--- config.mk ---
export PLATFORM = sky130hd
export DESIGN_NAME = hazard_branch_controller
export DESIGN_NICKNAME = d
export VERILOG_FILES = /design/src/rtl/pipe_ctrl_pkg.sv /design/src/rtl/sat_counter.sv /design/src/rtl/hazard_branch_controller.sv
export SDC_FILE = /design/constraint.sdc
export NUM_CORES = 1
export LEC_CHECK = 0
export ABC_AREA = 0
export CAP_MARGIN = 10
export CORE_MARGIN = 4
export CORE_UTILIZATION = 50
export CTS_BUF_LIST = sky130_fd_sc_hd__clkbuf_16
export CTS_CLUSTER_DIAMETER = 120
export CTS_CLUSTER_SIZE = 16
export DETAILED_ROUTE_END_ITERATION = 7
export MAX_ROUTING_LAYER = met4
export PLACE_DENSITY = 0.94
export SLEW_MARGIN = 20
export SYNTH_ARGS = -nofsm -noshare
export SYNTH_HDL_FRONTEND = slang
export SYNTH_SLANG_ARGS = --single-unit
--- constraint.sdc ---
create_clock -name Clk -period 4.85 [get_ports Clk]
set_input_delay 1.2125 -clock Clk [delete_from_list [all_inputs] [get_ports Clk]]
set_output_delay 1.2125 -clock Clk [all_outputs]
set_load 0.01 [all_outputs]
--- src/rtl/pipe_ctrl_pkg.sv ---
// Shared encodings for the pipeline hazard/branch controller: PC source select and FSM states.
package pipe_ctrl_pkg;

   localparam logic [1:0] PCSRC_SEQ = 2'b00;
   localparam logic [1:0] PCSRC_BR  = 2'b01;
   localparam logic [1:0] PCSRC_JMP = 2'b10;

   // Wide enough for the largest remaining-bubble count (STALL_CYCLES up to 15).
   localparam int STALL_CNT_W = 4;

   typedef enum logic {
      RUN   = 1'b0,
      STALL = 1'b1
   } state_t;

endpackage

--- src/rtl/sat_counter.sv ---
// Saturating event counter: increments on en, holds at all-ones, synchronous active-low clear.
// Latency: count reflects an enabled cycle one edge later; no backpressure.
module sat_counter #(
   parameter int W = 16
) (
   input  logic         clk,
   input  logic         clr_n,
   input  logic         en,
   output logic [W-1:0] count
);

   always_ff @(posedge clk) begin
      if (!clr_n) begin
         count <= '0;
      end else if (en && (count != {W{1'b1}})) begin
         count <= count + 1'b1;
      end
   end

endmodule

--- src/rtl/hazard_branch_controller.sv ---
// Pipeline sequencing for the 5-stage MIPS datapath: load-use stalls, branch/jump redirects, event counters.
// Latency: zero-cycle combinational decision; load-use holds PC and IF/ID for STALL_CYCLES cycles.
module hazard_branch_controller
   import pipe_ctrl_pkg::*;
#(
   parameter int STALL_CYCLES = 1,
   parameter int CNT_W        = 16
) (
   input  logic             Clk,
   input  logic             Rst,
   input  logic             IDEX_MemRead,
   input  logic [4:0]       IDEX_Rt,
   input  logic [4:0]       IFID_Rs,
   input  logic [4:0]       IFID_Rt,
   input  logic             IFID_UsesRt,
   input  logic             IFID_Jump,
   input  logic             EXMEM_Branch,
   input  logic             EXMEM_BranchNE,
   input  logic             EXMEM_Zero,
   output logic             PCWrite,
   output logic             IFID_Write,
   output logic             IFID_Flush,
   output logic             IDEX_Flush,
   output logic             EXMEM_Flush,
   output logic [1:0]       PCSrc,
   output logic [CNT_W-1:0] StallCount,
   output logic [CNT_W-1:0] FlushCount
);

   // Bubbles still owed after the first one, loaded on entry to STALL.
   localparam logic [STALL_CNT_W-1:0] STALL_RELOAD =
      (STALL_CYCLES > 1) ? STALL_CNT_W'(STALL_CYCLES - 2) : '0;

   state_t                 state, state_nxt;
   logic [STALL_CNT_W-1:0] cnt, cnt_nxt;
   logic                   taken, hazard;
   logic                   stall_evt, flush_evt;

   assign taken  = (EXMEM_Branch & EXMEM_Zero) | (EXMEM_BranchNE & ~EXMEM_Zero);
   assign hazard = IDEX_MemRead && (IDEX_Rt != 5'd0) &&
                   ((IDEX_Rt == IFID_Rs) || (IFID_UsesRt && (IDEX_Rt == IFID_Rt)));

   always_ff @(posedge Clk) begin
      if (!Rst) begin
         state <= RUN;
         cnt   <= '0;
      end else begin
         state <= state_nxt;
         cnt   <= cnt_nxt;
      end
   end

   always_comb begin
      state_nxt   = state;
      cnt_nxt     = cnt;
      PCWrite     = 1'b1;
      IFID_Write  = 1'b1;
      IFID_Flush  = 1'b0;
      IDEX_Flush  = 1'b0;
      EXMEM_Flush = 1'b0;
      PCSrc       = PCSRC_SEQ;
      stall_evt   = 1'b0;
      flush_evt   = 1'b0;

      if (!Rst) begin
         PCWrite     = 1'b0;
         IFID_Write  = 1'b0;
         IFID_Flush  = 1'b1;
         IDEX_Flush  = 1'b1;
         EXMEM_Flush = 1'b1;
         state_nxt   = RUN;
         cnt_nxt     = '0;
      end else if (taken) begin
         // Everything younger than the branch is wrong-path, including a pending stall.
         PCSrc       = PCSRC_BR;
         IFID_Flush  = 1'b1;
         IDEX_Flush  = 1'b1;
         EXMEM_Flush = 1'b1;
         flush_evt   = 1'b1;
         state_nxt   = RUN;
         cnt_nxt     = '0;
      end else if ((state == STALL) || hazard) begin
         PCWrite    = 1'b0;
         IFID_Write = 1'b0;
         IDEX_Flush = 1'b1;
         stall_evt  = 1'b1;
         if (state == STALL) begin
            if (cnt == '0) begin
               state_nxt = RUN;
            end else begin
               cnt_nxt = cnt - 1'b1;
            end
         end else if (STALL_CYCLES > 1) begin
            state_nxt = STALL;
            cnt_nxt   = STALL_RELOAD;
         end
      end else if (IFID_Jump) begin
         PCSrc      = PCSRC_JMP;
         IFID_Flush = 1'b1;
         flush_evt  = 1'b1;
      end
   end

   sat_counter #(.W(CNT_W)) u_stall_cnt (
      .clk   (Clk),
      .clr_n (Rst),
      .en    (stall_evt),
      .count (StallCount)
   );

   sat_counter #(.W(CNT_W)) u_flush_cnt (
      .clk   (Clk),
      .clr_n (Rst),
      .en    (flush_evt),
      .count (FlushCount)
   );

endmodule

# ---- Word-level counts from Yosys, hierarchy flattened
# Index checks and enable logic that the tools add are counted.
dict set report classes {
  add_sub_neg 3
  n_eq_ne 4
  muxes 21
  bitwise 6
  n_reduce_logical 11
}
# op count
set op_table {}
lappend op_table {{16-bit by 1-bit adder with 16-bit output, second input constant} 2}
lappend op_table {{16-bit inequality test, second input constant} 2}
lappend op_table {{1-bit two-way mux} 17}
lappend op_table {{5-bit == test} 2}
lappend op_table {{2-bit two-way mux} 4}
lappend op_table {{1-bit logical AND} 5}
lappend op_table {{5-bit nonzero test} 1}
lappend op_table {{4-bit logical NOT} 1}
lappend op_table {{4-bit by 1-bit subtractor with 4-bit output, second input constant} 1}
lappend op_table {{1-bit inverter} 3}
lappend op_table {{3-bit AND reduction} 1}
lappend op_table {{1-bit AND} 2}
lappend op_table {{1-bit logical OR} 2}
lappend op_table {{2-bit OR reduction} 1}
lappend op_table {{1-bit bitwise OR} 1}
dict set report totals {
  register_bits 37
  in_bits 23
  word_cells 49
}

# ---- Logic depth before layout (Yosys ltp)
dict set report logic_depth {
  word_depth 9
  mapped_depth 8
  ltp_nobuf 7
}

# ---- Hierarchy
# From an unflattened synthesis, not the netlist that was laid out.
dict set report unflattened {
  cells_unflattened 253
  hier_area_um2 2134.5
}
# mod instances cells_each area_each_um2 seq_area_each_um2
set modules_own_cells {}
lappend modules_own_cells {sat_counter 2 97 837.1 320.3}
lappend modules_own_cells {hazard_branch_controller 1 59 460.4 100.1}

# ---- Worst setup path before layout
# Ideal clock, no wire load.
dict set report synth_path {
  path_type {input to output}
  startpoint {in IDEX_Rt[1]}
  endpoint {out PCWrite}
  t_arrival_ns 2.585
  t_required_ns 3.638
  path_slack_ns 1.053
  stages 5
  n_path_buf 1
  cell_sequence {or4_4 -> o21ai_4 -> o21ai_0 -> a21oi_1 -> buf_4}
}
dict set report synth_between {
  elab_chain_len 8
  word_cells_on_any_way 11
  cone_classes {eq/ne: 2; mux: 3; reduce/logical: 6}
}
# element line
set synth_lines {}
lappend synth_lines {{from (decl)} hazard_branch_controller.sv:12} ;# input logic [4:0] IDEX_Rt,
lappend synth_lines {{5-bit == test} hazard_branch_controller.sv:41} ;# ((IDEX_Rt == IFID_Rs) || (IFID_UsesRt && (IDEX_Rt == IFID_Rt)));
lappend synth_lines {{1-bit logical AND} hazard_branch_controller.sv:41}
lappend synth_lines {{1-bit logical OR} hazard_branch_controller.sv:41}
lappend synth_lines {{1-bit logical AND *} hazard_branch_controller.sv:40} ;# assign hazard = IDEX_MemRead && (IDEX_Rt != 5'd0) &&
lappend synth_lines {{1-bit logical OR *} hazard_branch_controller.sv:82} ;# end else if ((state == STALL) || hazard) begin
lappend synth_lines {{1-bit two-way mux * (3 in series)} -}
lappend synth_lines {{to (decl)} hazard_branch_controller.sv:20} ;# output logic PCWrite,
# Every way passes the cells marked *; elsewhere a longest branch is shown, timed or not.

# ---- Final worst setup path
dict set report layout_path {
  startpoint {in IDEX_Rt[1]}
  endpoint {out PCSrc[1]}
}
dict set report layout_between {
  elab_chain_len 8
  word_cells_on_any_way 11
  cone_classes {eq/ne: 2; mux: 3; reduce/logical: 6}
}
# element line
set layout_lines {}
lappend layout_lines {{5-bit == test} hazard_branch_controller.sv:41}
lappend layout_lines {{1-bit logical AND} hazard_branch_controller.sv:41}
lappend layout_lines {{1-bit logical OR} hazard_branch_controller.sv:41}
lappend layout_lines {{1-bit logical AND *} hazard_branch_controller.sv:40}
lappend layout_lines {{1-bit logical OR *} hazard_branch_controller.sv:82}
lappend layout_lines {{2-bit two-way mux *} hazard_branch_controller.sv:82}
lappend layout_lines {{2-bit two-way mux *} hazard_branch_controller.sv:73} ;# end else if (taken) begin
lappend layout_lines {{2-bit two-way mux *} hazard_branch_controller.sv:65} ;# if (!Rst) begin
lappend layout_lines {{to (decl)} hazard_branch_controller.sv:25} ;# output logic [1:0] PCSrc,
# Marks and branches as above.

==> flow_summary.ini <==
[power]
p_total_w = 0.000687
leakage_nw = 1.03
powerDensity_nw_per_um2 = 233
ir_worst_vdd_uv = 249

[clock_tree]
cts.clk_slew.worst_paths_ns = 0.05
cts_buffers = 5
htreeDepth = 2
numClockSinks = 37
cts_setup_buffers = 0
clk_latency_ns = 0.27
cts-root-buf = clkbuf_16
clk_path_buf_depth = 2
cts_tree = done

[die]
die_x_um = 73.9
die_h_um = 73.9
core-area_um2 = 4120
num_io_pins = 62
floorplan.initialDensity_pct = 52.8
rows = 23
die_area_um2 = 5470

[cells_and_area]
drive_above_1_share_pct = 6.71
finalInstanceArea_um2 = 2950
area_delta_synth_final_pct = 35.5
finish.utilization_pct = 71.6
final_nets = 339
num_antenna_cells = 0

[timing]
worstMarginPinSlew_ns = 0.664
fin_crit_sh_pct = 96.9
slew_violations = 0
setup_viol = 0
fin_crit_ns = 4.70
rsz0062_at_grt = no
hold_viol = 0
holdWs_ns = 0.490
finClkSkew_ns = 0.00227
timing.fmax_mhz = 213
max_slew_margin_pct = 55.4
setup_tns_ns = 0

[grt]
grt_antenna_before_repair = 0
overflow = 0
grt.total_usage_pct = 21.1
grt_pass1_wl_um = 8900
grt_max_degree = 26
grt_pass1_vias = 1967

[place]
place.gp.congestion = 0.858
port_buffers = 61
post_dp_cell_area_um2 = 2810
hpwl_um = 4030

[logic_synthesis]
synth_nets = 280
synthFlopType = dfxtp_1
synth_area_um2 = 2170
synth_area_leaders = dfxtp_1 (34%), mux2i_1 (8.8%), nand2_1 (4.8%), xor2_1 (4.4%), a21oi_1 (3.9%)
yosys_warnings = 0
syn_area_per_cell_um2 = 8.56
netlist.area_leader.share_pct = 34.1
synth_edf_count = 0
synth.most_common_cell = dfxtp_1
ys_seq_area_share_pct = 34.1
ys_ff_latch = 37
synth_commonest_cells = dfxtp_1 (37), nand2_1 (28), mux2i_1 (19), a21oi_1 (17), nand3_1 (16)
synthArstFlopShare_pct = 0
yosysTopAreaCell = dfxtp_1
synth.distinct_cells = 46
synth_cells = 254

[drt]
vias = 2110
totalWireLength_um = 5520
antenna_left = 0
drc = 0
first_iter_violations = 110
drt_pass1_iterations = 4
vias_per_cell = 5.81
routedWlPerCell_um = 15.2

[min_path]
min_path_type = flop to flop
holdPathStages = 2

[worst_setup_path]
crit_fanout = 3
reg2reg_depth = 5
critical_path_class = input port to output pin
critPathRequiredTime_ns = 3.64
cp-end-kind = output pin
critical_path_arrival_ns = 3.49
start_kind = input port

[run]
cap_violations = 0

[status]
outcome = finished, final reports clean
[report_power, final]
| part | switching, W | internal [W] | leakage [nW] | total, W |
|---|---|---|---|---|
| clock network | 0.000113 | 0.000184 | 0.0685 | 0.000296 |
| logic | 0.0000419 | 0.0000405 | 0.667 | 0.0000825 |
| registers | 0.00000248 | 0.000306 | 0.298 | 0.000309 |
| total | 0.000157 | 0.000530 | 1.03 | 0.000687 |
[critical path: stages]
cell and delay [ns]:
clkdlybuf4s50_1 0.47, or4_4 0.57, o21ai_4 0.19, nor2_1 0.07
nor4b_1 0.37, clkdlybuf4s50_1 0.61
[metal layers]
layer	routed length, um	up-vias	track usage (%)
met2	2590	91	33.1
met3	396	12	4.86
met4	100	0	7.24
met1	2440	979	26.8
met5	0	-	-
li1	-	1028	-
[cell families (layout without fill, tap and decap cells)]
family	Yosys count	count (layout)	synth area share [%]
simple gates	119	119	29.7
flops	37	37	34.1
xor+xnor	18	18	7.25
fa+ha+maj	3	3	1.73
buf+inv	20	79	4.09
compound gates	37	37	13.4
mux	20	20	9.79
[placed cells by master, fill, tap and decap left out, types with 2 or more instances in the layout]
| cell | instances |
|---|---|
| a21oi_1 | 17 |
| and2_1 | 6 |
| and3_1 | 4 |
| and4_1 | 4 |
| buf_4 | 3 |
| clkbuf_16 | 5 |
| clkdlybuf4s50_1 | 60 |
| dfxtp_1 | 37 |
| ha_1 | 3 |
| inv_1 | 9 |
| mux2i_1 | 19 |
| nand2_1 | 28 |
| nand2b_1 | 11 |
| nand3_1 | 16 |
| nand4_1 | 12 |
| nor2_1 | 15 |
| nor3_1 | 7 |
| nor4_1 | 3 |
| o211ai_1 | 3 |
| o21ai_0 | 5 |
| o21ai_4 | 2 |
| or3_1 | 3 |
| xnor2_1 | 7 |
| xor2_1 | 11 |
[what timing repair did]
item / 4_1_cts / 5_1_grt
hold endpoints to repair: 0 / 0
hold buffers: 0 / 0
resized for setup: 0 / 1
endpoints found under the setup margin: 0 / 2
[area by class of cell]
cell class                      instances  area (um2)
Sequential cell                        37         741
Clock buffer                            5         125
Clock inverter                          2        7.51
Tap cell                               50        62.6
Multi-Input combinational cell        197        1340
Timing Repair Buffer                   64         636
Fill cell                             303        1170
Inverter                                8        30.0
[registers in the layout (all words and copies together), names as in the netlist]
| name | cells |
|---|---|
| cnt | 4 |
| state | 1 |
| u_flush_cnt.count | 16 |
| u_stall_cnt.count | 16 |
[metrics by stage]
step                instances  worst slack (ns)
global route              363            0.0293
detailed placement        356            0.0966
CTS                       363            0.0976
floorplan                 254              1.05
global placement          356             0.153
finish                    363             0.152
[worst paths after layout]
kind	from	end	slack (ns)
min reg2reg	u_stall_cnt.count[7]	u_stall_cnt.count[7]	0.49
min	u_stall_cnt.count[7]	u_stall_cnt.count[7]	0.49
max	IDEX_Rt[1]	PCSrc[1]	0.15
max reg2reg	u_flush_cnt.count[2]	u_flush_cnt.count[10]	2.61
Power figures use the tool's default switching activity.
